[src/rtl/qea_host_sequencer.sv]
// Host command sequencer for QEA: loads gate context, initialises state to |0..0>, times a run, streams state out.
// Optional run watchdog is compiled in when QEA_SEQ_TIMEOUT_EN is defined; otherwise o_timeout is tied 0.
module qea_host_sequencer #(
    parameter int          PE_NUM_WIDTH            = 2,
    parameter int          DATA_WIDTH              = 32,
    parameter int          MAX_QBIT_WIDTH          = 6,
    parameter int          STATE_ADDR_WIDTH        = 16,
    parameter int          GATE_CONTEXT_ADDR_WIDTH = 16,
    parameter int          NUM_FRAC_BIT            = 30,
    parameter int          CYCLE_CNT_WIDTH         = 32,
    parameter int unsigned TIMEOUT_CYCLES          = 2**24
) (
    input  logic                                          clk,
    input  logic                                          rst,
    input  logic                                          i_cmd_valid,
    output logic                                          o_cmd_ready,
    input  logic [1:0]                                    i_cmd_op,
    input  logic [GATE_CONTEXT_ADDR_WIDTH-1:0]            i_cmd_len,
    input  logic [MAX_QBIT_WIDTH-1:0]                     i_qbit_num,
    input  logic                                          i_ctx_valid,
    output logic                                          o_ctx_ready,
    input  logic [2*DATA_WIDTH-1:0]                       i_ctx_data,
    output logic                                          o_ctx_en,
    output logic                                          o_ctx_wea,
    output logic [GATE_CONTEXT_ADDR_WIDTH-1:0]            o_ctx_addr,
    output logic [2*DATA_WIDTH-1:0]                       o_ctx_data,
    output logic                                          o_state_ena,
    output logic                                          o_state_wea,
    output logic [STATE_ADDR_WIDTH-1:0]                   o_state_addra,
    output logic [(2**PE_NUM_WIDTH)*2*DATA_WIDTH-1:0]     o_state_dina,
    input  logic [(2**PE_NUM_WIDTH)*2*DATA_WIDTH-1:0]     i_state_dout,
    output logic                                          o_start,
    input  logic                                          i_complete,
    output logic                                          o_rd_valid,
    input  logic                                          i_rd_ready,
    output logic [(2**PE_NUM_WIDTH)*2*DATA_WIDTH-1:0]     o_rd_data,
    output logic                                          o_busy,
    output logic                                          o_done,
    output logic [CYCLE_CNT_WIDTH-1:0]                    o_cycle_count,
    output logic                                          o_timeout
);
    localparam int PE_NUM  = 2**PE_NUM_WIDTH;
    localparam int AMP_W   = 2*DATA_WIDTH;
    localparam int WORD_W  = PE_NUM*AMP_W;
    localparam int ONE_BIT = (PE_NUM-1)*AMP_W + DATA_WIDTH + NUM_FRAC_BIT;
    localparam logic [STATE_ADDR_WIDTH-1:0]        SA_ONE  = 1;
    localparam logic [GATE_CONTEXT_ADDR_WIDTH-1:0] GC_ONE  = 1;
    localparam logic [CYCLE_CNT_WIDTH-1:0]         CNT_ONE = 1;

    typedef enum logic [1:0] {OP_LOAD, OP_INIT, OP_RUN, OP_READ} op_e;
    typedef enum logic [3:0] {IDLE, LOAD, INIT, START, RUN, RD_REQ, RD_WAIT, RD_HOLD, DONE} state_e;

    state_e                              state_q, state_d;
    logic [GATE_CONTEXT_ADDR_WIDTH-1:0]  len_q, len_d, load_cnt_q, load_cnt_d;
    logic [STATE_ADDR_WIDTH-1:0]         idx_q, idx_d, last_q, last_d;
    logic                                ctx_we_q, ctx_we_d;
    logic [GATE_CONTEXT_ADDR_WIDTH-1:0]  ctx_addr_q, ctx_addr_d;
    logic [AMP_W-1:0]                    ctx_data_q, ctx_data_d;
    logic                                st_ena_q, st_ena_d, st_wea_q, st_wea_d;
    logic [STATE_ADDR_WIDTH-1:0]         st_addr_q, st_addr_d;
    logic [WORD_W-1:0]                   st_dina_q, st_dina_d;
    logic                                rd_valid_q, rd_valid_d;
    logic [WORD_W-1:0]                   rd_data_q, rd_data_d;
    logic [CYCLE_CNT_WIDTH-1:0]          cycle_cnt_q, cycle_cnt_d;
`ifdef QEA_SEQ_TIMEOUT_EN
    localparam logic [CYCLE_CNT_WIDTH-1:0] TIMEOUT_VAL = CYCLE_CNT_WIDTH'(TIMEOUT_CYCLES);
    logic                                timeout_q, timeout_d;
`else
    logic [31:0]                         unused_timeout_cfg;
    assign unused_timeout_cfg = TIMEOUT_CYCLES;
`endif

    // Index of the last state word: 2**(qbit-PE_NUM_WIDTH)-1, at least 0, clamped to the address space.
    function automatic logic [STATE_ADDR_WIDTH-1:0] last_word(input logic [MAX_QBIT_WIDTH-1:0] qbit);
        int                        exp_n;
        logic [STATE_ADDR_WIDTH:0] one_hot;
        exp_n = (int'(qbit) > PE_NUM_WIDTH) ? int'(qbit) - PE_NUM_WIDTH : 0;
        if (exp_n >= STATE_ADDR_WIDTH) return '1;
        one_hot        = '0;
        one_hot[exp_n] = 1'b1;
        return STATE_ADDR_WIDTH'(one_hot - (STATE_ADDR_WIDTH+1)'(1));
    endfunction

    always_comb begin
        state_d     = state_q;
        len_d       = len_q;
        load_cnt_d  = load_cnt_q;
        idx_d       = idx_q;
        last_d      = last_q;
        ctx_we_d    = 1'b0;
        ctx_addr_d  = ctx_addr_q;
        ctx_data_d  = ctx_data_q;
        st_ena_d    = 1'b0;
        st_wea_d    = 1'b0;
        st_addr_d   = st_addr_q;
        st_dina_d   = st_dina_q;
        rd_valid_d  = rd_valid_q;
        rd_data_d   = rd_data_q;
        cycle_cnt_d = cycle_cnt_q;
`ifdef QEA_SEQ_TIMEOUT_EN
        timeout_d   = timeout_q;
`endif
        case (state_q)
            IDLE: if (i_cmd_valid) begin
                case (op_e'(i_cmd_op))
                    OP_LOAD: begin
                        len_d      = i_cmd_len;
                        load_cnt_d = '0;
                        state_d    = (i_cmd_len == '0) ? DONE : LOAD;
                    end
                    OP_INIT: begin
                        last_d  = last_word(i_qbit_num);
                        idx_d   = '0;
                        state_d = INIT;
                    end
                    OP_RUN: begin
                        cycle_cnt_d = '0;
                        state_d     = START;
                    end
                    default: begin
                        // Issue the first read so the strobe is visible while in RD_REQ.
                        last_d    = last_word(i_qbit_num);
                        idx_d     = '0;
                        st_ena_d  = 1'b1;
                        st_addr_d = '0;
                        state_d   = RD_REQ;
                    end
                endcase
            end
            LOAD: if (i_ctx_valid) begin
                ctx_we_d   = 1'b1;
                ctx_addr_d = load_cnt_q;
                ctx_data_d = i_ctx_data;
                load_cnt_d = load_cnt_q + GC_ONE;
                if (load_cnt_q == len_q - GC_ONE) state_d = DONE;
            end
            INIT: begin
                st_ena_d  = 1'b1;
                st_wea_d  = 1'b1;
                st_addr_d = idx_q;
                st_dina_d = '0;
                if (idx_q == '0) st_dina_d[ONE_BIT] = 1'b1;
                if (idx_q == last_q) state_d = DONE;
                else                 idx_d   = idx_q + SA_ONE;
            end
            START: state_d = RUN;
            RUN: begin
                if (cycle_cnt_q != '1) cycle_cnt_d = cycle_cnt_q + CNT_ONE;
                if (i_complete) state_d = DONE;
`ifdef QEA_SEQ_TIMEOUT_EN
                else if (cycle_cnt_d >= TIMEOUT_VAL) begin
                    timeout_d = 1'b1;
                    state_d   = DONE;
                end
`endif
            end
            RD_REQ: state_d = RD_WAIT;
            RD_WAIT: begin
                rd_data_d  = i_state_dout;
                rd_valid_d = 1'b1;
                state_d    = RD_HOLD;
            end
            RD_HOLD: if (i_rd_ready) begin
                rd_valid_d = 1'b0;
                if (idx_q == last_q) state_d = DONE;
                else begin
                    idx_d     = idx_q + SA_ONE;
                    st_ena_d  = 1'b1;
                    st_addr_d = idx_q + SA_ONE;
                    state_d   = RD_REQ;
                end
            end
            DONE:    state_d = IDLE;
            default: state_d = IDLE;
        endcase
    end

    always_ff @(posedge clk or posedge rst) begin
        if (rst) begin
            state_q     <= IDLE;
            len_q       <= '0;
            load_cnt_q  <= '0;
            idx_q       <= '0;
            last_q      <= '0;
            ctx_we_q    <= 1'b0;
            ctx_addr_q  <= '0;
            ctx_data_q  <= '0;
            st_ena_q    <= 1'b0;
            st_wea_q    <= 1'b0;
            st_addr_q   <= '0;
            st_dina_q   <= '0;
            rd_valid_q  <= 1'b0;
            rd_data_q   <= '0;
            cycle_cnt_q <= '0;
`ifdef QEA_SEQ_TIMEOUT_EN
            timeout_q   <= 1'b0;
`endif
        end else begin
            state_q     <= state_d;
            len_q       <= len_d;
            load_cnt_q  <= load_cnt_d;
            idx_q       <= idx_d;
            last_q      <= last_d;
            ctx_we_q    <= ctx_we_d;
            ctx_addr_q  <= ctx_addr_d;
            ctx_data_q  <= ctx_data_d;
            st_ena_q    <= st_ena_d;
            st_wea_q    <= st_wea_d;
            st_addr_q   <= st_addr_d;
            st_dina_q   <= st_dina_d;
            rd_valid_q  <= rd_valid_d;
            rd_data_q   <= rd_data_d;
            cycle_cnt_q <= cycle_cnt_d;
`ifdef QEA_SEQ_TIMEOUT_EN
            timeout_q   <= timeout_d;
`endif
        end
    end

    assign o_cmd_ready   = (state_q == IDLE);
    assign o_busy        = (state_q != IDLE);
    assign o_ctx_ready   = (state_q == LOAD);
    assign o_start       = (state_q == START);
    assign o_done        = (state_q == DONE);
    assign o_ctx_en      = ctx_we_q;
    assign o_ctx_wea     = ctx_we_q;
    assign o_ctx_addr    = ctx_addr_q;
    assign o_ctx_data    = ctx_data_q;
    assign o_state_ena   = st_ena_q;
    assign o_state_wea   = st_wea_q;
    assign o_state_addra = st_addr_q;
    assign o_state_dina  = st_dina_q;
    assign o_rd_valid    = rd_valid_q;
    assign o_rd_data     = rd_data_q;
    assign o_cycle_count = cycle_cnt_q;
`ifdef QEA_SEQ_TIMEOUT_EN
    assign o_timeout     = timeout_q;
`else
    assign o_timeout     = 1'b0;
`endif

endmodule

[config.mk]
export PLATFORM = sky130hd
export DESIGN_NAME = qea_host_sequencer
export DESIGN_NICKNAME = d
export VERILOG_FILES = /design/src/rtl/qea_host_sequencer.sv
export SDC_FILE = /design/constraint.sdc
export NUM_CORES = 1
export LEC_CHECK = 0
export BUFFER_PORTS_ARGS = -buffer_cell sky130_fd_sc_hd__buf_2
export CAP_MARGIN = 40
export CORE_AREA = 2 2 388 390
export DETAILED_ROUTE_END_ITERATION = 16
export DIE_AREA = 0 0 390 392
export PLACE_DENSITY = 0.38
export SYNTH_ARGS = -nofsm -noshare
export SYNTH_HDL_FRONTEND = slang
export SYNTH_SLANG_ARGS = --single-unit
[constraint.sdc]
create_clock -name clk -period 35.7 [get_ports clk]
set_input_delay 7.14 -clock clk [delete_from_list [all_inputs] [get_ports clk]]
set_output_delay 7.14 -clock clk [all_outputs]
set_load 0.01 [all_outputs]
### After elaboration in Yosys (flattened, before gate mapping)

Index checks and enable logic that the tools add are counted.

* $add $sub $neg: 6
* $lt $le $gt $ge: 4
* eq/ne operators: 25
* muxes and demuxes: 53
* bitwise gates (word level): 1
* reduce and logical (&&, ||, !) cells: 21

Operators by type and width (number)
* two-way mux 16 bit: 14
* two-way mux 32 bit: 4
* case mux 16 bit (3 select lines): 2
* case mux 16 bit (2 select lines): 2
* case mux 32 bit (2 select lines): 1
* adder 16 x 1 -> 16 bit, second input constant: 2
* adder 32 x 1 -> 32 bit, second input constant: 1
* equality test 16 bit: 2
* >= comparator 32 x 1 -> 1 bit, second input constant: 1
* >= comparator 32 x 6 -> 1 bit, second input constant: 1
* zero test 16 bit: 2
* less-than comparator 32 x 7 -> 1 bit, second input constant: 1
* two-way mux 4 bit: 8
* != test 32 bit, second input constant: 1
* case mux 4 bit (8 select lines): 1
* subtractor 16 x 1 -> 16 bit, second input constant: 2
* != test 2 bit, second input constant: 9
* two-way mux 1 bit: 17
* equality test 4 x 3 -> 1 bit, second input constant: 4
* case mux 4 bit (3 select lines): 1
* AND reduction 4 bit: 3
* equality test 4 x 2 -> 1 bit, second input constant: 2
* subtractor 6 x 2 -> 7 bit, second input constant: 1
* > comparator 6 x 2 -> 1 bit, second input constant: 1
* 21 further kinds: 27

* register bits: 457
* input bits: 350
* output and inout port bits: 651
* logic and storage cells: 125

### Longest topological paths before layout

* depth in word-level cells: 9
* gate-level depth with buffers: 12
* gate-level depth less buffers: 12

### Worst setup path after synthesis

OpenSTA, ideal clock, no wires.

* kind: input to register
* start: in i_qbit_num[1]
* end: reg last_q[14]
* setup time: 142 ps
* arrival: 9110 ps
* data required time: 35558 ps
* setup slack: 26448 ps
* stages on the path: 11
* path buffers: 1
* path through: inv_1 ha_1 clkbuf_1 nand2_1 maj3_1 nand2b_1 ha_1 o221ai_1 nor2_1 xnor2_1 a31oi_1

* longest elaborated chain between the ends: 9
* elaborated cells on any way between the ends: 20
* classes of those cells: add/sub (2); order compare (4); mux (13); reduce/logical (1)

Ends and longest elaborated chain
* start: declaration: line 19 `input logic [MAX_QBIT_WIDTH-1:0] i_qbit_num,`
* subtractor 6 x 2 -> 7 bit or > comparator 6 x 2 -> 1 bit (tied branches): line 77 `exp_n = (int'(qbit) > PE_NUM_WIDTH) ? int'(qbit) - PE_NUM_WIDTH : 0;`
* two-way mux 32 bit (*): line 77
* >= comparator 32 x 1 -> 1 bit (not written as such) (tied with other cells): line 80 `one_hot[exp_n] = 1'b1;`
* logical AND 1 bit (not written as such) or two-way mux 1 bit (tied branches): line 80, 78
* two-way mux 1 bit, on equally long branches: line 80, 105
* demux 1 bit (select 5 bit) or two-way mux 1 bit (tied branches): line 80, 104
* subtractor 16 x 1 -> 16 bit or two-way mux 1 bit (tied branches): line 81, 103
* two-way mux 16 bit: line 79 `one_hot = '0;`
* case mux 16 bit (2 select lines) (*): line 105 `case (op_e'(i_cmd_op))`
* end signal: assignment: line 203 `last_q <= last_d;`
* end: declaration: line 55 `logic [STATE_ADDR_WIDTH-1:0] idx_q, idx_d, last_q, last_d;`

Mark *: on every way between the ends. The rest lies on a longest branch, timed or not. The select of a mux whose other input is x is not followed.
A chain may end at the register's enable or synchronous reset.

### Worst setup path in the final report

Same ends and word-level chain as after synthesis.

==> summary.md <==
| Metric | Value |
|---|---|
| Core box area | `roughly 150000 sq um` |
| Hold_sp | `o_ctx_data[1]$_DFFE_PP0P_` |
| Non-Filler Instances | `4713` |
| Number of port buffers | `approximately 740` |
| Worst Hold Depth | `2` |
| F_max | `about 110 MHz` |
| R2r worst-path depth | `9` |
| Crit path max fanout | `13` |
| Post-synth top area share | `0.5271` |
| Hold WC Path Type | `flop to flop` |
| Antenna violations before repair | `45` |
| Initial drt markers | `slightly below 700` |
| Setup violators final | `0` |
| Register area | `~11000 sq um` |
| Area added between synthesis and finish | `32.51%` |
| Synth top cells by count | `457 x dfrtp_1, 298 x nand2_1, 271 x mux2_2, 258 x buf_4, 112 x nor2_1` |
| Slew HR | `0.3624` |
| PD cells | `a little under 80 nW/um^2` |
| Initial Utilization | `0.1457` |
| CTS resizes | `0` |
| CP Cell Sequence | `buf_2 -> inv_1 -> ha_1 -> and2_1 -> a211o_1 -> nand3_1 -> a21oi_1 -> o2111ai_1 -> ha_1 -> o221ai_1 -> nor2_1 -> xnor2_1 -> a31oi_1` |
| Placed Cells | `roughly 4600` |
| RSZ-0062 raised after global routing | `no` |
| Clk slew on worst S/H paths | `0.06 ns` |
| Ys flop type | `dfrtp_1` |
| Yosys warnings | `0` |
| Ports | `between 1000 and 1500` |
| Setup crit start kind | `input pin` |
| Gr ovfl total | `0` |
| TritonCTS clock tree | `yes` |
| Most used cell, CP | `ha_1` |
| Syn Inst Count | `approximately 2000` |
| Number of global-route vias before repair | `between 15000 and 20000` |
| Flops & latches, synth | `~460` |
| Register area share after synthesis | `0.5271` |
| Yosys top cell by area | `dfrtp_1` |
| CP endpoint kind | `flop` |
| Min Tclk post-route | `9.278 ns` |
| Avg Cell Area, Syn | `about 11 sq um` |
| Reg-to-reg critical path endpoint | `idx_q[6]$_DFFE_PP0P_` |
| GRT Total Usage | `0.1066` |
| Top cells by area, synth | `dfrtp_1 53%, mux2_2 14%, buf_4 8.9%, nand2_1 5.2%, nor2_1 1.9%` |
| CP Class | `input pin to flop` |
| Site Rows | `between 100 and 150` |
| Post-Syn Area | `around 22000 sq um` |
| WL final | `~86000 um` |
| Detail Route Antenna Nets | `0` |
| Worst R2R Setup Slack | `between 30 and 40 ns` |
| Wire length of the first global-routing pass | `around 120000 um` |
| Critical Path Max Stage Delay | `roughly 0.33 ns` |
| CTS Sinks | `457` |
| DRC Markers | `0` |
| Largest net degree at the start of global routing | `135` |
| Max-cap violations | `0` |
| Die X | `390 um` |
| Htree depth | `2` |
| Clk_lat worst skew | `around 0.67 ns` |
| Peak VDD IR | `around 0.036 mV` |
| Via count | `about 17000` |
| Die Area | `roughly 150000 sq um` |
| Status | `finished, final reports clean` |
| Drt pass-1 iters | `5` |
| Slew Limit Fails | `0` |
| FF-to-FF Start | `state_q[3]$_DFFE_PP0P_` |
| # fillers | `between 15000 and 20000` |
| Static Leak | `13.94 nW` |
| CP max stage cell | `ha_1` |
| Final nets | `3073` |
| Clock root buffer | `clkbuf_16` |
| Layout cells sized above 1 | `0.4215` |
| Post-CTS setup buffers | `0` |
| Dpl hpwl | `between 60000 and 70000 um` |
| Synth cell types | `76` |
| Slew of the pin with the lowest slew margin | `approximately 0.96 ns` |
| Hold Fails Final Rpt | `0` |
| Critical Path RT | `36.18 ns` |
| Area of the multi-input gates | `roughly 9000 sq um` |
| FFs w/ async S/R, synth | `1.000` |
| Top-count cell post-synth | `dfrtp_1` |
| Gpl congestion | `just under 0.8` |
| Post-synth EDFFs | `0` |
| Maximum clock insertion buffer count | `3` |
| Max Clock Skew | `approximately 0.075 ns` |
| Hold path endpoint | `o_ctx_data[1]$_DFFE_PP0P_` |
| Critical path arrival | `between 9 and 10 ns` |
| Setup TNS Final | `0 ns` |
| Tcrit/Tclk final | `0.2599` |
| Drt wl/cell | `18.26 um` |
| Post-CTS Hold Buffers | `0` |
| Die H | `~390 um` |
| CTS buffer count | `57` |
| Vias/cell | `3.515` |
==> final cells by class <==
class                           count  share of cell area
Antenna cell                       12            0.001045
Clock buffer                       84             0.05767
Clock inverter                     19            0.007486
Inverter                           27            0.003830
Multi-Input combinational cell   1399              0.3051
Sequential cell                   457              0.3978
Tap cell                         1944             0.08461
Timing Repair Buffer              771              0.1424
==> worst max path at each step <==
stage | start | endpoint | slack, ns | cells after the start
finish | i_qbit_num[1] | last_q[14]$_DFFE_PP0P_ | 26.42 | 13
global route | rst | o_ctx_data[25]$_DFFE_PP0P_ | 26.07 | 8
CTS | rst | o_rd_data[13]$_DFFE_PP0P_ | 26.35 | 8
detailed placement | rst | o_ctx_data[25]$_DFFE_PP0P_ | 25.61 | 8
global placement | rst | o_rd_data[19]$_DFFE_PP0P_ | 24.33 | 6
floorplan | rst | idx_q[0]$_DFFE_PP0P_ | 15.82 | 1
==> through the flow <==
stage | total power [mW] | hold WS, ns | setup WS, ns | area (sq um) | util
5_1_grt | 2.406 | 0.4923 | 26.07 | 28740 | 0.1930
3_3_place_gp | 1.691 | 0.4562 | 24.33 | 26620 | 0.1788
4_1_cts | 2.310 | 0.4727 | 26.35 | 28720 | 0.1929
3_5_place_dp | 1.702 | 0.4568 | 25.61 | 26850 | 0.1803
2_1_floorplan | 1.321 | 0.4684 | 15.82 | 22650 | -
6_report | 2.256 | 0.4679 | 26.42 | 28750 | 0.1931
==> state kept, by name, indices dropped and copies added (netlist names), 4 cells and up <==
signal and cells:
idx_q 16, o_state_addra 16, len_q 16, load_cnt_q 16
o_cycle_count 32, o_rd_data 256, o_ctx_data 64, last_q 16
o_ctx_addr 16, state_q 4
==> layer usage <==
layer	part of all wire	vias up	wire length (um)	track usage
met3	0.10	165	8935	0.05141
met2	0.47	598	40450	0.1698
met5	0.0036	-	311	0
met1	0.39	8048	33700	0.1247
li1	-	7710	-	-
met4	0.031	46	2681	0.03552
==> worst max-delay path, delay by kind of cell <==
family	cells	cell delay [ns]
AO/OA/AOI/OAI	5	0.99
AND/OR/NAND/NOR	3	0.65
adder cells (fa/ha/maj)	2	0.60
buffers and inverters	2	0.23
XOR/XNOR	1	0.15
==> cell usage in the layout (no fill, tap or decap), drive strengths merged, types with 29 or more instances in the layout <==
master,n
inv,29
nand2,298
nor2,113
mux2,271
dfrtp,457
xor2,48
buf,771
conb,256
nor3,30
nand3,37
clkbuf,84
a21oi,41
o21ai,69
==> cell families (layout without fill, tap and decap cells) <==
logic type,Yosys count,in the layout,synth area share
fa+ha+maj,11,11,0.006228
compound gates,194,194,0.05594
flops,457,457,0.5271
other cells,1,268,0.0001728
xor+xnor,74,74,0.02987
mux,275,275,0.1425
simple gates,589,589,0.1248
buf+inv,383,901,0.1134
==> power breakdown <==
part           switching (mW)  total, mW  internal (mW)  leakage [nW]
clock network           0.246      0.583          0.337         0.925
logic                   0.457      0.815          0.358          7.30
registers               0.129      0.858          0.729          5.71
Power figures use the tool's default switching activity.
